===== src/rtl/csr_types.sv =====
// CSR-level types shared by the MMU blocks: PTE permission bits and privilege levels.
package csr_types;

   // Bit order matches the low byte of a RISC-V PTE (v at bit 0, d at bit 7).
   typedef struct packed {
      logic d;
      logic a;
      logic g;
      logic u;
      logic x;
      logic w;
      logic r;
      logic v;
   } pte_perms_t;

   typedef enum logic [1:0] {
      USER       = 2'b00,
      SUPERVISOR = 2'b01,
      MACHINE    = 2'b11
   } privilege_t;

endpackage


===== src/rtl/mmu_types.sv =====
// MMU-side types: access kinds, page-fault exception codes and the permission-check FSM states.
package mmu_types;

   typedef enum logic [1:0] {
      FETCH = 2'd0,
      LOAD  = 2'd1,
      STORE = 2'd2
   } access_type_t;

   localparam logic [4:0] INST_PAGE_FAULT  = 5'd12;
   localparam logic [4:0] LOAD_PAGE_FAULT  = 5'd13;
   localparam logic [4:0] STORE_PAGE_FAULT = 5'd15;

   typedef enum logic [2:0] {
      StIdle,
      StCheck,
      StResp,
      StUpdate,
      StWaitAck
   } perms_state_t;

   function automatic logic [4:0] page_fault_code(access_type_t acc);
      case (acc)
         FETCH:   return INST_PAGE_FAULT;
         LOAD:    return LOAD_PAGE_FAULT;
         default: return STORE_PAGE_FAULT;
      endcase
   endfunction

endpackage


===== src/rtl/perms_check_logic.sv =====
// Combinational PTE permission evaluation: privilege/access legality and missing A/D bits.
module perms_check_logic
   import csr_types::*;
   import mmu_types::*;
(
   input  pte_perms_t   perms,
   input  access_type_t access,
   input  logic         mxr,
   input  logic         sum,
   input  privilege_t   privilege,
   output logic         priv_ok,
   output logic         type_ok,
   output logic         need_a,
   output logic         need_d
);

   always_comb begin
      priv_ok = 1'b0;
      case (privilege)
         MACHINE:    priv_ok = 1'b1;
         SUPERVISOR: priv_ok = ~perms.u | sum;
         USER:       priv_ok = perms.u;
         default:    priv_ok = 1'b0;
      endcase
   end

   always_comb begin
      type_ok = 1'b0;
      case (access)
         FETCH:   type_ok = perms.x;
         LOAD:    type_ok = perms.r | (perms.x & mxr);
         STORE:   type_ok = perms.w;
         default: type_ok = 1'b0;
      endcase
   end

   assign need_a = ~perms.a;
   assign need_d = (access == STORE) & ~perms.d;

   logic unused_bits;
   assign unused_bits = perms.v ^ perms.g;

endmodule


===== src/rtl/perms_check_unit.sv =====
// Shared round-robin PTE permission checker with page-fault codes.
// Define CVA5_PERMS_SVADU_EN to enable hardware A/D-bit updates through the walker port.
module perms_check_unit
   import csr_types::*;
   import mmu_types::*;
#(
   parameter int unsigned NUM_PORTS = 2,
   parameter int unsigned PORT_W    = (NUM_PORTS > 1) ? $clog2(NUM_PORTS) : 1
) (
   input  logic                          clk,
   input  logic                          rst,
   input  logic         [NUM_PORTS-1:0]  req_valid,
   output logic         [NUM_PORTS-1:0]  req_ready,
   input  pte_perms_t   [NUM_PORTS-1:0]  req_perms,
   input  access_type_t [NUM_PORTS-1:0]  req_type,
   input  logic                          mxr,
   input  logic                          sum,
   input  privilege_t                    privilege,
   output logic                          rsp_valid,
   input  logic                          rsp_ready,
   output logic         [PORT_W-1:0]     rsp_port,
   output logic                          rsp_fault,
   output logic         [4:0]            rsp_code,
   output pte_perms_t                    rsp_perms,
   output logic                          upd_valid,
   input  logic                          upd_ready,
   output pte_perms_t                    upd_perms,
   input  logic                          upd_ack,
   input  logic                          upd_err
);

   perms_state_t      state_q, state_d;
   logic [PORT_W-1:0] ptr_q, port_q, gnt_idx, cand, ptr_next;
   logic              gnt_found, accept;
   pte_perms_t        perms_q;
   access_type_t      type_q;
   logic              mxr_q, sum_q;
   privilege_t        priv_q;
   logic              fault_q;
   logic [4:0]        code_q;
   logic              priv_ok, type_ok, need_a, need_d;
   logic              chk_pass, need_upd, check_fault;

   // First requester at or after the round-robin pointer wins.
   always_comb begin
      gnt_found = 1'b0;
      gnt_idx   = '0;
      cand      = '0;
      for (int unsigned i = 0; i < NUM_PORTS; i++) begin
         cand = PORT_W'((32'(ptr_q) + i) % NUM_PORTS);
         if (!gnt_found && req_valid[cand]) begin
            gnt_found = 1'b1;
            gnt_idx   = cand;
         end
      end
   end

   assign accept    = (state_q == StIdle) && gnt_found;
   assign req_ready = (accept && !rst) ? (NUM_PORTS'(1) << gnt_idx) : '0;
   assign ptr_next  = (gnt_idx == PORT_W'(NUM_PORTS - 1)) ? '0 : gnt_idx + 1'b1;

   perms_check_logic u_check (
      .perms     (perms_q),
      .access    (type_q),
      .mxr       (mxr_q),
      .sum       (sum_q),
      .privilege (priv_q),
      .priv_ok   (priv_ok),
      .type_ok   (type_ok),
      .need_a    (need_a),
      .need_d    (need_d)
   );

   assign chk_pass = priv_ok & type_ok;
   assign need_upd = need_a | need_d;
`ifdef CVA5_PERMS_SVADU_EN
   assign check_fault = ~chk_pass;
`else
   assign check_fault = ~chk_pass | need_upd;
`endif

   always_comb begin
      state_d = state_q;
      case (state_q)
         StIdle:  if (accept) state_d = StCheck;
`ifdef CVA5_PERMS_SVADU_EN
         StCheck: state_d = (chk_pass && need_upd) ? StUpdate : StResp;
         StUpdate:  if (upd_ready) state_d = StWaitAck;
         StWaitAck: if (upd_ack) state_d = StResp;
`else
         StCheck: state_d = StResp;
`endif
         StResp:  if (rsp_ready) state_d = StIdle;
         default: state_d = StIdle;
      endcase
   end

   always_ff @(posedge clk or posedge rst) begin
      if (rst) state_q <= StIdle;
      else     state_q <= state_d;
   end

`ifdef CVA5_PERMS_SVADU_EN
   pte_perms_t upd_calc, upd_perms_q;

   always_comb begin
      upd_calc   = perms_q;
      upd_calc.a = 1'b1;
      if (need_d) upd_calc.d = 1'b1;
   end

   always_ff @(posedge clk or posedge rst) begin
      if (rst) upd_perms_q <= '0;
      else if (state_q == StCheck) upd_perms_q <= upd_calc;
   end

   assign upd_valid = (state_q == StUpdate);
   assign upd_perms = upd_perms_q;
`else
   assign upd_valid = 1'b0;
   assign upd_perms = '0;

   logic unused_upd;
   assign unused_upd = upd_ready ^ upd_ack ^ upd_err;
`endif

   always_ff @(posedge clk or posedge rst) begin
      if (rst) begin
         ptr_q   <= '0;
         port_q  <= '0;
         perms_q <= '0;
         type_q  <= FETCH;
         mxr_q   <= 1'b0;
         sum_q   <= 1'b0;
         priv_q  <= USER;
         fault_q <= 1'b0;
         code_q  <= '0;
      end else begin
         if (accept) begin
            ptr_q   <= ptr_next;
            port_q  <= gnt_idx;
            perms_q <= req_perms[gnt_idx];
            type_q  <= req_type[gnt_idx];
            mxr_q   <= mxr;
            sum_q   <= sum;
            priv_q  <= privilege;
         end
         if (state_q == StCheck) begin
            fault_q <= check_fault;
            code_q  <= check_fault ? page_fault_code(type_q) : 5'd0;
         end
`ifdef CVA5_PERMS_SVADU_EN
         if (state_q == StWaitAck && upd_ack) begin
            if (upd_err) begin
               fault_q <= 1'b1;
               code_q  <= page_fault_code(type_q);
            end else begin
               perms_q <= upd_perms_q;
            end
         end
`endif
      end
   end

   assign rsp_valid = (state_q == StResp);
   assign rsp_port  = port_q;
   assign rsp_fault = fault_q;
   assign rsp_code  = code_q;
   assign rsp_perms = perms_q;

endmodule


===== config.mk =====
export PLATFORM = sky130hd
export DESIGN_NAME = perms_check_unit
export DESIGN_NICKNAME = d
export VERILOG_FILES = /design/src/rtl/csr_types.sv /design/src/rtl/mmu_types.sv /design/src/rtl/perms_check_logic.sv /design/src/rtl/perms_check_unit.sv
export SDC_FILE = /design/constraint.sdc
export NUM_CORES = 1
export LEC_CHECK = 0
export ABC_AREA = 1
export CAP_MARGIN = 10
export CORE_AREA = 2 2 57 59
export CTS_CLUSTER_SIZE = 28
export DETAILED_ROUTE_END_ITERATION = 6
export DIE_AREA = 0 0 59 61
export PLACE_DENSITY_LB_ADDON = 0.25
export SYNTH_ARGS = -nofsm -noshare
export SYNTH_HDL_FRONTEND = slang
export SYNTH_SLANG_ARGS = --single-unit

===== constraint.sdc =====
create_clock -name clk -period 1.4 [get_ports clk]
set_input_delay 0.28 -clock clk [delete_from_list [all_inputs] [get_ports clk]]
set_output_delay 0.28 -clock clk [all_outputs]
set_load 0.02 [all_outputs]

Word level (Yosys, flattened, before mapping)
Cells that the tools add are included.
{"block": "word_totals", "mem_bits_rw": 0, "rom_bits": 0, "in_bits": 32, "regBits": 25, "n_memories": 0, "latch_bits": 0, "word_cells": 72, "output_inout_bits": 27}
{"block": "classes", "n_reduce_logical": 9, "bitwise": 11, "div": 0, "order_cmp": 3, "n_mul": 0, "eq_ne": 8, "shift": 1, "mux": 21, "add_sub_neg": 2}
{"op": "8-bit 2-to-1 mux", "n": 2}
{"op": "1-bit 2-to-1 mux", "n": 9}
{"op": "3-bit case mux with 3 select lines", "n": 1}
{"op": "1-bit by 2-bit less-than comparator with 1-bit output, second input constant", "n": 3}
{"op": "2-bit 2-to-1 mux", "n": 3}
{"op": "3-bit 2-to-1 mux", "n": 2}
{"op": "1-bit case mux with 3 select lines", "n": 2}
{"op": "5-bit 2-to-1 mux", "n": 1}
{"op": "2-bit by 1-bit == test with 1-bit output, second input constant", "n": 2}
{"op": "2-bit == test, second input constant", "n": 2}
{"op": "2-bit logical NOT", "n": 2}
{"op": "1-bit NOT", "n": 4}
{"op": "1-bit OR", "n": 4}
{"op": "2-bit case mux with 2 select lines", "n": 1}
{"op": "1-bit bitwise AND", "n": 3}
{"op": "3-bit by 1-bit == test with 1-bit output, second input constant", "n": 1}
{"op": "3-bit by 2-bit == test with 1-bit output, second input constant", "n": 1}
{"op": "1-bit logical AND", "n": 3}
{"op": "3-bit logical NOT", "n": 1}
{"op": "1-bit adder, second input constant", "n": 2}
{"op": "1-bit logical NOT", "n": 2}
{"op": "2-bit by 1-bit inequality test with 1-bit output, second input constant", "n": 1}
{"op": "2-bit inequality test, second input constant", "n": 1}
{"op": "2-bit AND reduction", "n": 1}
{"op": "1-bit by 1-bit << shifter with 2-bit output, first input constant", "n": 1}

Logic depth before layout (Yosys ltp)
{"block": "depth", "depth_word": 9, "ltp_mapped": 8, "depth_no_buf": 8}

Cells and area by module
A second synthesis with hierarchy kept.
{"block": "unflattened", "hier_cells": 145, "hier_area_um2": 1157.4}
{"mod": "perms_check_unit", "area_per_inst_um2": 1082.3, "seq_area_each_um2": 525.5, "n_inst": 1, "cells_per_inst": 127}
{"mod": "perms_check_logic", "area_per_inst_um2": 75.1, "seq_area_each_um2": 0.0, "n_inst": 1, "cells_per_inst": 18}

Worst setup path after synthesis
OpenSTA, ideal clock, no wires.
{"block": "synth_timing", "kind": "reg-to-output", "startpoint": "register state_q[1]", "endpoint": "output port req_ready[0]", "required_time_ns": 1.120, "setup_slack_ns": -0.188, "n_path_buf": 1, "stages_incl_launch_ff": 5, "arrival_time_ns": 1.308, "cell_sequence": "dfrtp_1 > nor2_4 > o21ai_2 > buf_6 > nor3_1"}
{"block": "synth_between", "elab_chain_len": 4}
{"item": "from (decl)", "line_no": "perms_check_unit.sv:32", "text": "perms_state_t state_q, state_d;"}
{"item": "from (signal assigned)", "line_no": "perms_check_unit.sv:99", "text": "if (rst) state_q <= StIdle;"}
{"item": "from (signal assigned)", "line_no": "perms_check_unit.sv:100", "text": "else state_q <= state_d;"}
{"item": "3-bit logical NOT", "line_no": "perms_check_unit.sv:58", "text": "assign accept = (state_q == StIdle) && gnt_found;"}
{"item": "1-bit logical AND", "line_no": "perms_check_unit.sv:58"}
{"item": "1-bit logical AND", "line_no": "perms_check_unit.sv:59", "text": "assign req_ready = (accept && !rst) ? (NUM_PORTS'(1) << gnt_idx) : '0;"}
{"item": "2-bit 2-to-1 mux", "line_no": "perms_check_unit.sv:59"}
{"item": "to (decl)", "line_no": "perms_check_unit.sv:13", "text": "output logic [NUM_PORTS-1:0] req_ready,"}
Every way passes these cells.

Worst setup path after layout
Same ends and word-level chain as after synthesis.

==> impl_results.md <==
* Outcome: finished with violations
* Failing checks: setup timing
* Cts bufs inserted at 3
* Synth Cell Area at 1090 um^2
* Met2 GRT Util at 31.9%
* RR Endpoint: type_q[0]$_DFFE_PP0N_
* Crit-path max FO at 3
* Total power at 0.00333 W
* Gp weighted congestion at 0.812
* Vias in the first global route at 1046
* Post-route cell area at 1670 um^2
* M1 GR Usage at 15.9%
* Hpwl dp at 2120 um
* H-tree depth at 1
* Root Driver: clkbuf_4
* Post-synth EDFFs at 0
* Asr flop ratio synth at 100%
* Ys flop type: dfrtp_1
* Leakage power at 0.859 nW
* # setup viols final at 2
* GRT Residual Overflow at 0
* Synth top area share at 48.1%
* Met3 usage at 1.92%
* IO Count at 59
* Cell Area, Placed at 1610 um^2
* Die footprint at 3600 um^2
* HP Class: in2async
* TritonCTS clock tree: yes
* R2R depth at 7
* Fin Clk Skew at 6.79 ps
* WL final at 2710 um
* Crit path capture: req_ready[0]
* CP startpoint: state_q[1]$_DFFE_PP0P_
* Period utilisation layout at 110%
* CP Class: reg2out
* ANT cells at 0
* F_max at 651 MHz
* Clk Latency, worst-skew pair at 310 ps
* FF+latch count, synth at 21
* Final worst-path setup slack at -137 ps
* Via Count at 1029
* Final Slew Violations at 0
* CP Launch Type: register
* Clk buf depth at 2
* Sequential share of the synthesized area at 48.1%
* Number of DRC markers in iteration 0 at 10
* R2R setup slack at 30 ps
* Final cell count without fillers at 228
* RSZ-0062 raised after global routing: true
* CTS Sinks at 21
* Starting Density at 37.0%
* Nets at 228
* Share of layout cells above drive strength 1 at 17.4%
* Final hold violation count at 0
* Post-synth top area cell: dfrtp_1
* Vias/cell at 4.51
* Post-route ant nets at 0
* CTS clk-pin slew, worst paths at 120 ps
* Largest cells by area after synthesis: dfrtp_1 48%, nand2_1 20%, buf_4 8.9%
* Placed insts at 223
* Die W at 59 um
* Port bufs at 45
* Distinct cell type count after synthesis at 17
* RR Startpoint: state_q[1]$_DFFE_PP0P_
* Peak VDD IR at 0.000821 V
* Residual DRC at 0
* Area growth, synth to finish at 52.5%
* GRT Overall Usage at 16.0%
* Min Tclk post-route at 1540 ps
* Syn_area_per_cell at 7.92 um^2
* Core ar. at 2950 um^2
* Antenna violations before repair at 0
* CTS Hold Bufs at 0
* GRT Max-Usage Layer: met2
* Synthesis Warnings at 0
* Number of placement rows at 20
* WP data arrival at 1260 ps
* CP required at 1120 ps
* Die Ht at 61 um
* 1st-pass router iterations at 4
* Max-Cap Viols at 0
* # fillers at 294
* First-pass GRT wire length at 4260 um
* Largest net degree at the start of global routing at 22
* Final hold slack at 454 ps
* Cell area power density at 2000 nW/um^2
* Routed WL per cell at 11.9 um
* Synth Instances at 138
* CP endpoint kind: output port
-- worst min path at each step --
stage,from,end,cells after the start
6_report,rst,rsp_perms[4]$_DFFE_PP0N_,3
5_1_grt,rst,rsp_perms[2]$_DFFE_PP0N_,3
4_1_cts,rst,rsp_code[2]$_DFFE_PP0N_,3
3_5_place_dp,mxr_q$_DFFE_PP0N_,mxr_q$_DFFE_PP0N_,2
3_3_place_gp,rsp_code[1]$_DFFE_PP0N_,rsp_code[1]$_DFFE_PP0N_,2
2_1_floorplan,rst,mxr_q$_DFFE_PP0N_,1
-- metrics by stage --
stage | utilization [%] | setup WS, ps | setup TNS [ps]
after detailed placement | 54.6 | -702 | -6630
after floorplan | - | 51.7 | 0
after global routing | 56.5 | -213 | -466
after CTS | 55.9 | -157 | -313
final | 56.5 | -137 | -261
after global placement | 54.6 | -625 | -5350
-- cell families after synthesis --
family / synth area share, %
compound gates: 5.95
buf+inv: 14.1
flops: 48.1
other cells: 0.343
simple gates: 31.6
-- registers in the layout, summed over array words and instances, names as in the netlist --
register and count:
rsp_perms 8, rsp_code 3, priv_q 2, state_q 2, type_q 2, mxr_q 1, ptr_q 1, rsp_port 1
sum_q 1
-- cells in the mapped netlist, types with 2 or more instances --
cell and instances:
inv_1 10, o21ai_0 2, o211ai_1 3, nor2_1 8
nor2_4 2, inv_2 2, dfrtp_1 21, nand2_1 59
buf_4 13, nand3_1 11
-- layer usage --
metal	part of all wire [%]	routed length (um)
met4	3.2	87
met3	3.1	84
met5	0	0
met2	57	1540
met1	37	995
-- report_power, final --
| part | switching (W) | internal, W |
|---|---|---|
| clock network | 0.000192 | 0.000107 |
| registers | 0.000204 | 0.000909 |
| logic | 0.00111 | 0.000812 |
-- final cells by class --
class	count	area [um^2]	area share, %
clock buffer	3	22.5	1.35
clock inverter	1	5.00	0.300
inverter	12	45.0	2.70
multi-input combinational	100	482	28.9
sequential	21	526	31.5
tap	33	41.3	2.48
timing repair buffer	58	547	32.8
-- cell usage in the layout (no fill, tap or decap), drive strengths merged --
cell / Yosys / layout
clkbuf: 0 / 3
dfrtp: 21 / 21
a21boi: 1 / 1
conb: 1 / 10
nand2: 60 / 60
clkdlybuf4s50: 0 / 26
nor3: 1 / 1
o21ai: 3 / 3
o211ai: 3 / 3
a21oi: 1 / 1
nor2: 10 / 10
clkinv: 0 / 1
nand3: 11 / 11
inv: 12 / 12
dlygate4sd2: 0 / 16
buf: 14 / 16
-- critical path, stage by stage (launching register included) --
cell,delay [ps]
dfrtp_1,430
nor2_4,130
o21ai_2,80
nor3_4,170
buf_6,140
-- what timing repair did --
item / in CTS / in global routing
gates resized for setup: 39 / 7
buffers inserted: 2 / 0
setup endpoints to repair: 26 / 8
pin swaps: 1 / 8
Power figures use the tool's default switching activity.
